`config.mk`:
```
export PLATFORM = sky130hd
export DESIGN_NAME = paddle_ctrl
export DESIGN_NICKNAME = d
export VERILOG_FILES = /design/src/rtl/pong_pkg.sv /design/src/rtl/paddle_ctrl_debounce.sv /design/src/rtl/paddle_ctrl.sv
export SDC_FILE = /design/constraint.sdc
export NUM_CORES = 1
export LEC_CHECK = 0
export ABC_AREA = 1
export BUFFER_PORTS_ARGS = -buffer_cell sky130_fd_sc_hd__clkbuf_2
export CORE_UTILIZATION = 54
export CTS_CLUSTER_SIZE = 24
export DETAILED_ROUTE_END_ITERATION = 6
export PLACE_DENSITY_LB_ADDON = 0.08
export SYNTH_ARGS = -nofsm -noshare
export SYNTH_HDL_FRONTEND = slang
export SYNTH_SLANG_ARGS = --single-unit
```
`constraint.sdc`:
```
create_clock -name clk -period 3.15 [get_ports clk]
set_clock_uncertainty 0.15 [all_clocks]
set_input_delay 0.63 -clock clk [delete_from_list [all_inputs] [get_ports clk]]
set_output_delay 0.63 -clock clk [all_outputs]
set_load 0.01 [all_outputs]
```
`src/rtl/pong_pkg.sv`:
```
// Shared pong-field constants, types and row arithmetic helpers.
// Used by paddle_ctrl and its debounce sub-module.
package pong_pkg;

   localparam int HEIGHT       = 16;
   localparam int PADDLE_LEN   = 3;
   localparam int PADDLE_MAX   = HEIGHT - PADDLE_LEN;
   localparam int ROW_W        = $clog2(HEIGHT);
   localparam int DEBOUNCE_TCK = 8;
   localparam int REPEAT_DLY   = 250;
   localparam int REPEAT_TCK   = 60;
   localparam int IDLE_TCK     = 2000;
   localparam int DEB_W        = $clog2(DEBOUNCE_TCK + 1);
   localparam int RCNT_W       = $clog2(REPEAT_DLY + 1);
   localparam int IDLE_W       = $clog2(IDLE_TCK);

   typedef logic [ROW_W-1:0]  row_t;
   typedef logic [RCNT_W-1:0] rcnt_t;
   typedef logic signed [1:0] dir_t;

   typedef enum logic [1:0] {IDLE, HOLD, REPEAT} paddle_state_t;

   localparam dir_t DIR_NONE = 2'sb00;
   localparam dir_t DIR_DOWN = 2'sb01;
   localparam dir_t DIR_UP   = 2'sb11;

   localparam row_t PADDLE_HOME = row_t'(PADDLE_MAX / 2);

   // One-row move with saturation at both field edges; never wraps.
   function automatic row_t step_row(input row_t p, input dir_t d);
      logic signed [ROW_W:0] s;
      s = $signed({1'b0, p}) + (ROW_W+1)'(d);
      if (s[ROW_W])
         step_row = '0;
      else if (s > (ROW_W+1)'(PADDLE_MAX))
         step_row = row_t'(PADDLE_MAX);
      else
         step_row = s[ROW_W-1:0];
   endfunction

   // Top row that centres the paddle on the ball, clamped to the legal range.
   function automatic row_t track_target(input row_t ball);
      if (ball < row_t'(PADDLE_LEN / 2))
         track_target = '0;
      else if ((ball - row_t'(PADDLE_LEN / 2)) > row_t'(PADDLE_MAX))
         track_target = row_t'(PADDLE_MAX);
      else
         track_target = ball - row_t'(PADDLE_LEN / 2);
   endfunction

endpackage

```
`src/rtl/paddle_ctrl_debounce.sv`:
```
// Button synchroniser plus tick-gated debouncer; a new level is accepted after
// DEBOUNCE_TCK consecutive ticks of disagreement with the current accepted level.
module debounce
   import pong_pkg::*;
(
   input  logic clk,
   input  logic reset,
   input  logic tick,
   input  logic raw,
   output logic level,
   output logic level_next
);

   logic             sync_a;
   logic             sync_b;
   logic [DEB_W-1:0] cnt;
   logic             accept;

   assign accept = tick && (sync_b != level) && (cnt == DEB_W'(DEBOUNCE_TCK - 1));

   // level_next lets the paddle FSM act on the very tick a press is accepted.
   assign level_next = accept ? sync_b : level;

   always_ff @(posedge clk or negedge reset) begin
      if (!reset) begin
         sync_a <= 1'b0;
         sync_b <= 1'b0;
         cnt    <= '0;
         level  <= 1'b0;
      end else begin
         sync_a <= raw;
         sync_b <= sync_a;
         if (tick) begin
            if (sync_b == level) begin
               cnt <= '0;
            end else if (accept) begin
               level <= sync_b;
               cnt   <= '0;
            end else begin
               cnt <= cnt + 1'b1;
            end
         end
      end
   end

endmodule

```
`src/rtl/paddle_ctrl.sv`:
```
// Two-button paddle controller: debounce, hold/auto-repeat FSM, clamped row, hit flag.
// Optional ball-tracking autoplay is compiled in when PADDLE_AUTOPLAY_EN is defined.
module paddle_ctrl
   import pong_pkg::*;
(
   input  logic       clk,
   input  logic       reset,
   input  logic       tick,
   input  logic       btn_up,
   input  logic       btn_down,
   input  logic [3:0] ball_y,
   output logic [3:0] pos,
   output logic       hit,
   output logic       auto
);

   logic          up_level;
   logic          up_next;
   logic          down_level;
   logic          down_next;
   dir_t          dir;
   logic          press;

   paddle_state_t state;
   paddle_state_t state_next;
   rcnt_t         cnt;
   rcnt_t         cnt_next;
   dir_t          last_dir;
   dir_t          last_dir_next;
   logic          manual_step;
   row_t          pos_next;

   debounce u_deb_up (
      .clk        (clk),
      .reset      (reset),
      .tick       (tick),
      .raw        (btn_up),
      .level      (up_level),
      .level_next (up_next)
   );

   debounce u_deb_down (
      .clk        (clk),
      .reset      (reset),
      .tick       (tick),
      .raw        (btn_down),
      .level      (down_level),
      .level_next (down_next)
   );

   // Both buttons held cancel out and behave exactly like neither.
   always_comb begin
      dir = DIR_NONE;
      if (up_next && !down_next)
         dir = DIR_UP;
      else if (down_next && !up_next)
         dir = DIR_DOWN;
   end

   assign press = tick & ((up_next & ~up_level) | (down_next & ~down_level));

   always_ff @(posedge clk or negedge reset) begin
      if (!reset) begin
         state    <= IDLE;
         cnt      <= '0;
         last_dir <= DIR_NONE;
         pos      <= PADDLE_HOME;
      end else begin
         state    <= state_next;
         cnt      <= cnt_next;
         last_dir <= last_dir_next;
         pos      <= pos_next;
      end
   end

   // A direction reversal restarts the initial hold delay rather than repeating.
   always_comb begin
      state_next    = state;
      cnt_next      = cnt;
      last_dir_next = last_dir;
      manual_step   = 1'b0;
      if (tick) begin
         case (state)
            IDLE: begin
               if (dir != DIR_NONE) begin
                  manual_step   = 1'b1;
                  cnt_next      = rcnt_t'(REPEAT_DLY);
                  last_dir_next = dir;
                  state_next    = HOLD;
               end
            end
            HOLD, REPEAT: begin
               if (dir == DIR_NONE) begin
                  state_next = IDLE;
               end else if (dir != last_dir) begin
                  manual_step   = 1'b1;
                  cnt_next      = rcnt_t'(REPEAT_DLY);
                  last_dir_next = dir;
                  state_next    = HOLD;
               end else if (cnt == rcnt_t'(1)) begin
                  manual_step = 1'b1;
                  cnt_next    = rcnt_t'(REPEAT_TCK);
                  state_next  = REPEAT;
               end else begin
                  cnt_next = cnt - 1'b1;
               end
            end
            default: state_next = IDLE;
         endcase
      end
   end

`ifdef PADDLE_AUTOPLAY_EN
   logic              auto_on;
   logic [IDLE_W-1:0] idle_cnt;
   rcnt_t             track_cnt;
   logic              take;
   logic              auto_step;
   dir_t              auto_dir;
   row_t              target;

   assign take      = press | manual_step;
   assign auto_step = tick & auto_on & ~take & (track_cnt == rcnt_t'(1));
   assign target    = track_target(ball_y);
   assign auto      = auto_on;

   always_comb begin
      auto_dir = DIR_NONE;
      if (pos < target)
         auto_dir = DIR_DOWN;
      else if (pos > target)
         auto_dir = DIR_UP;
   end

   // Any player action hands control straight back and restarts the idle wait.
   always_ff @(posedge clk or negedge reset) begin
      if (!reset) begin
         auto_on   <= 1'b0;
         idle_cnt  <= '0;
         track_cnt <= rcnt_t'(REPEAT_TCK);
      end else if (tick) begin
         if (take) begin
            auto_on   <= 1'b0;
            idle_cnt  <= '0;
            track_cnt <= rcnt_t'(REPEAT_TCK);
         end else if (auto_on) begin
            if (track_cnt == rcnt_t'(1))
               track_cnt <= rcnt_t'(REPEAT_TCK);
            else
               track_cnt <= track_cnt - 1'b1;
         end else if (state == IDLE) begin
            if (idle_cnt == IDLE_W'(IDLE_TCK - 1)) begin
               auto_on   <= 1'b1;
               idle_cnt  <= '0;
               track_cnt <= rcnt_t'(REPEAT_TCK);
            end else begin
               idle_cnt <= idle_cnt + 1'b1;
            end
         end
      end
   end
`else
   assign auto = 1'b0;
`endif

   always_comb begin
      pos_next = pos;
      if (manual_step)
         pos_next = step_row(pos, dir);
`ifdef PADDLE_AUTOPLAY_EN
      else if (auto_step)
         pos_next = step_row(pos, auto_dir);
`endif
   end

   // pos+PADDLE_LEN-1 never exceeds HEIGHT-1, so the 4-bit sum cannot overflow.
   always_ff @(posedge clk or negedge reset) begin
      if (!reset)
         hit <= 1'b0;
      else
         hit <= (ball_y >= pos) && (ball_y <= pos + row_t'(PADDLE_LEN - 1));
   end

endmodule

```
==> results list <==
* Outcome: complete, no violations
- For this design the static power due to leakage is 1.21 nW.
- Once layout is complete, the utilization of the core stands at 0.676.
* Cell Chain, Critical Path: ha_2 > nand3_2 > nor2_4 > mux2_4 > ha_4 > inv_2 > ha_1 > inv_1 > fa_1 > inv_1 > nand3_1 > nand2_1 > nand2_1 > nand2_2 > inv_1 > nor2_4 > nand3_1 > nand2_1
- Y dimension of the die: about 63 um
- Register clock-pin slew on the reported worst setup and hold paths: around 70 ps
- Count of non-filler cells in the finished layout: 308
- After detailed routing, the number of vias per cell comes to a little over 5.
- Counting tap cells, the placed design contains a total of roughly 300 instances.
- In this run the remaining antenna-violating nets after routing total 0.
- Summing every instance area after synthesis gives about 0.0020 mm^2.
- Summed negative setup slack over all endpoints: 0 ps
* Share of the yosys chip area belonging to registers: 0.383
- The synthesized netlist contains 34 unique library cells.
* Commonest cells after routing, fill and taps aside: 50 x nand2_1, 30 x inv_1, 29 x dfrtp_1
* Clock share of power: 0.240
- The worst path meets setup with roughly 200 ps of slack.
- TritonCTS built the clock tree.
- Pre-CTS setup slack: 56.0 ps
* Final count of pins violating max slew: 0
* Overall routed net length: about 3600 um
- In the final design database the tool counted 290 nets.
- After detailed routing, the number of remaining DRC violations is 0.
- Number of buffers inserted during clock tree synthesis: 5
- The die is about 63 um wide.
- Hold Crit Class: flip-flop to flip-flop
- Worst-margin pin slew: between 700 and 800 ps
* Share of final-layout standard cells stronger than drive strength 1: 0.248
* Commonest non-fill, non-tap cell in the layout: nand2_1
* Final estimated routing congestion in global placement: roughly 0.84
- For the worst setup path, the data required time is around 3200 ps.
- Final period util: 0.938
- The clock reaches the later pin of the worst-skew pair after 280 ps.
- After global routing the overflow that remains totals 0.
- Number of inserted diodes: 0
- The worst pin sits at a relative slew slack of 0.486.
- Critical path class: flip-flop to flip-flop
- CP max stage cell: dfrtp_1
- Once layout is done, the placed cells without fillers occupy between 0.002 and 0.0025 mm^2.
- The number of nets in the synthesized netlist is ~270.
* Die outline area: approximately 0.004 mm^2
- Max-capacitance violation count: 0
- Cell at the root of the clock tree: clkbuf_8
- Summed over all nets, the half-perimeter wirelength after detailed placement is 2770 um.
* Setup violators final: 0
- 15 I/O pins were placed.
- Internal power comes to about 1.0 mW.
- Number of antenna violations at the first check in global routing: 0
* Clock Sink Count: 31
- Compared with the post-synthesis result, the final layout area differs by 15.3%.
- Timing would allow up to 339 MHz.
* Flip-flop and latch count after synthesis: 31
- Worst Hold Slack: 205 ps
- Part of the total power dissipated in combinational logic: 0.432
* Net switching power: 0.661 mW
- STA classifies the critical path endpoint as a flip-flop.
* Max H-tree Level: 2
- Along the worst path, the maximum fanout reaches 4.
* Pwr Density: just over 700 mW/mm^2
- Startpoint type of the worst setup path: flip-flop
- CP max stage delay: 400 ps
* VDD IR max: approximately 480 uV
- Overall routing resource usage: 0.201
- The first global-routing pass estimated about 6300 um of wire.
- The placed instances occupy a cell area of approximately 0.0022 mm^2.
- Counting I/O delays and the setup requirement, the final critical path takes 2950 ps.
* Starting DRT DRC Count: a little under 80
* Total number of placement rows: 21
- Detail-routed net length per standard cell: 11.8 um
- Synthesized area divided by synthesized cell count: ~8.6 um^2
- Number of standard cells after synthesis: 236
- Share of power burned in registers: 0.328
- CP arrival: approximately 3000 ps
- Setup repair after global routing missed its margin: false
- Of the total power, the share spent switching nets is 0.390.
* Hold violation total from the final report: 0
- Via total after detailed routing: 1579
- The via count of the first global-routing pass is ~1500.
- In this run the standard cell core region covers between 0.003 and 0.004 mm^2.
- First-pass detailed-route iteration total: 4
* Maximum number of pins on one net before global-route repair: 32
- Maximum count of clock buffers along a single path: 2
- Starting utilization of the core area: 0.586
- During synthesis, Yosys emitted a total of 0 warnings.
* Total power consumption of the routed design: 1.70 mW
- The count of buffers added on input and output ports is 13.
## worst max-delay path, delay by kind of cell (launching register included)
kind,cells,cell delay [ps]
adder cells (fa/ha/maj),4,990
buffers and inverters,4,250
flip-flops,1,400
multiplexers,1,320
AND/OR/NAND/NOR,9,770
## per-layer routing
layer,wire length [um],part of all wire,up-vias,GRT usage
li1,-,-,817,-
met1,1850,0.51,732,0.267
met2,1610,0.45,22,0.315
met3,105,0.029,8,0.0507
met4,59,0.016,0,0.0710
met5,0,0,-,0
## flip-flops by register name (all words and copies together), names as in the netlist
signal	flops
u_deb_up.cnt	4
u_deb_down.sync_a	1
last_dir	2
cnt	8
hit	1
u_deb_up.sync_b	1
u_deb_up.sync_a	1
state	2
u_deb_down.cnt	4
pos	4
u_deb_down.level	1
u_deb_up.level	1
u_deb_down.sync_b	1
## cell families (layout without fill, tap and decap cells)
| family | count (synthesis) | in the layout | share of synthesized area |
|---|---|---|---|
| AOI/OAI and AO/OA | 33 | 33 | 0.110 |
| xor gates and xnor gates | 8 | 8 | 0.0345 |
| adders and majority gates | 20 | 20 | 0.127 |
| buffers and inverters | 40 | 66 | 0.0775 |
| DFF | 31 | 31 | 0.383 |
| muxes | 3 | 3 | 0.0160 |
| other | 1 | 1 | 0.00184 |
| and+or+nand+nor | 100 | 100 | 0.250 |
## repair_timing
item                                    in CTS  in global routing
hold buffers                                 0                  0
setup buffers                                0                  2
gates resized for setup                      0                  5
endpoints found under the setup margin       0                  2
## final cells by class
type                    instances  area [um^2]
clock buffers                   6         82.6
clock inverters                 2         35.0
fillers                       312         1120
inverters                      38          143
multi-input cells             165         1130
flip-flops and latches         31          778
well taps                      46         57.6
repair buffers                 20          118
## Yosys cell counts
master / n / area [um^2]
a21oi_1: 6 / 30.0
xor2_1: 4 / 35.0
nand4_1: 3 / 18.8
dfstp_2: 2 / 52.6
o211ai_1: 1 / 7.51
nor2_1: 12 / 45.0
nor3_2: 1 / 10.0
ha_1: 19 / 238
mux2i_1: 1 / 10.0
o21ai_1: 9 / 45.0
mux2_2: 2 / 22.5
nor2_2: 4 / 25.0
fa_1: 1 / 20.0
o22ai_1: 1 / 6.26
or2_2: 1 / 6.26
xnor2_1: 4 / 35.0
a22o_1: 3 / 26.3
conb_1: 1 / 3.75
buf_4: 2 / 15.0
nand3_2: 4 / 40.0
inv_1: 30 / 113
inv_2: 8 / 30.0
a32o_1: 2 / 20.0
nor2_8: 2 / 40.0
nand3_1: 16 / 80.1
nand2_2: 3 / 18.8
a31oi_1: 1 / 6.26
o21bai_4: 1 / 18.8
dfrtp_1: 29 / 726
o21ai_0: 5 / 25.0
a22oi_1: 3 / 22.5
o21ai_4: 1 / 16.3
nor2_4: 3 / 33.8
nand2_1: 51 / 191
## worst paths after layout
path	from	end	slack (ps)	cells past startpoint
worst max-delay path	u_deb_up.cnt[0]$_DFFE_PN0P_	pos[1]$_DFFE_PN1P_	200	18
worst min-delay path	u_deb_down.sync_a$_DFF_PN0_	u_deb_down.sync_b$_DFF_PN0_	210	0
worst max register to register	u_deb_up.cnt[0]$_DFFE_PN0P_	pos[1]$_DFFE_PN1P_	200	18
worst min register to register	u_deb_down.sync_a$_DFF_PN0_	u_deb_down.sync_b$_DFF_PN0_	210	0
max in group asynchronous	reset	pos[3]$_DFFE_PN0P_	2110	1
min in group asynchronous	reset	u_deb_down.cnt[0]$_DFFE_PN0P_	260	1
## power by group through the flow
stage	clock [mW]	combinational (mW)	sequential (mW)
global placement	0	0.718	0.562
floorplan	0	0.556	0.560
global route	0.431	0.846	0.569
detailed placement	0	0.727	0.563
finish	0.407	0.733	0.557
CTS	0.415	0.733	0.557
Power figures use the tool's default switching activity.
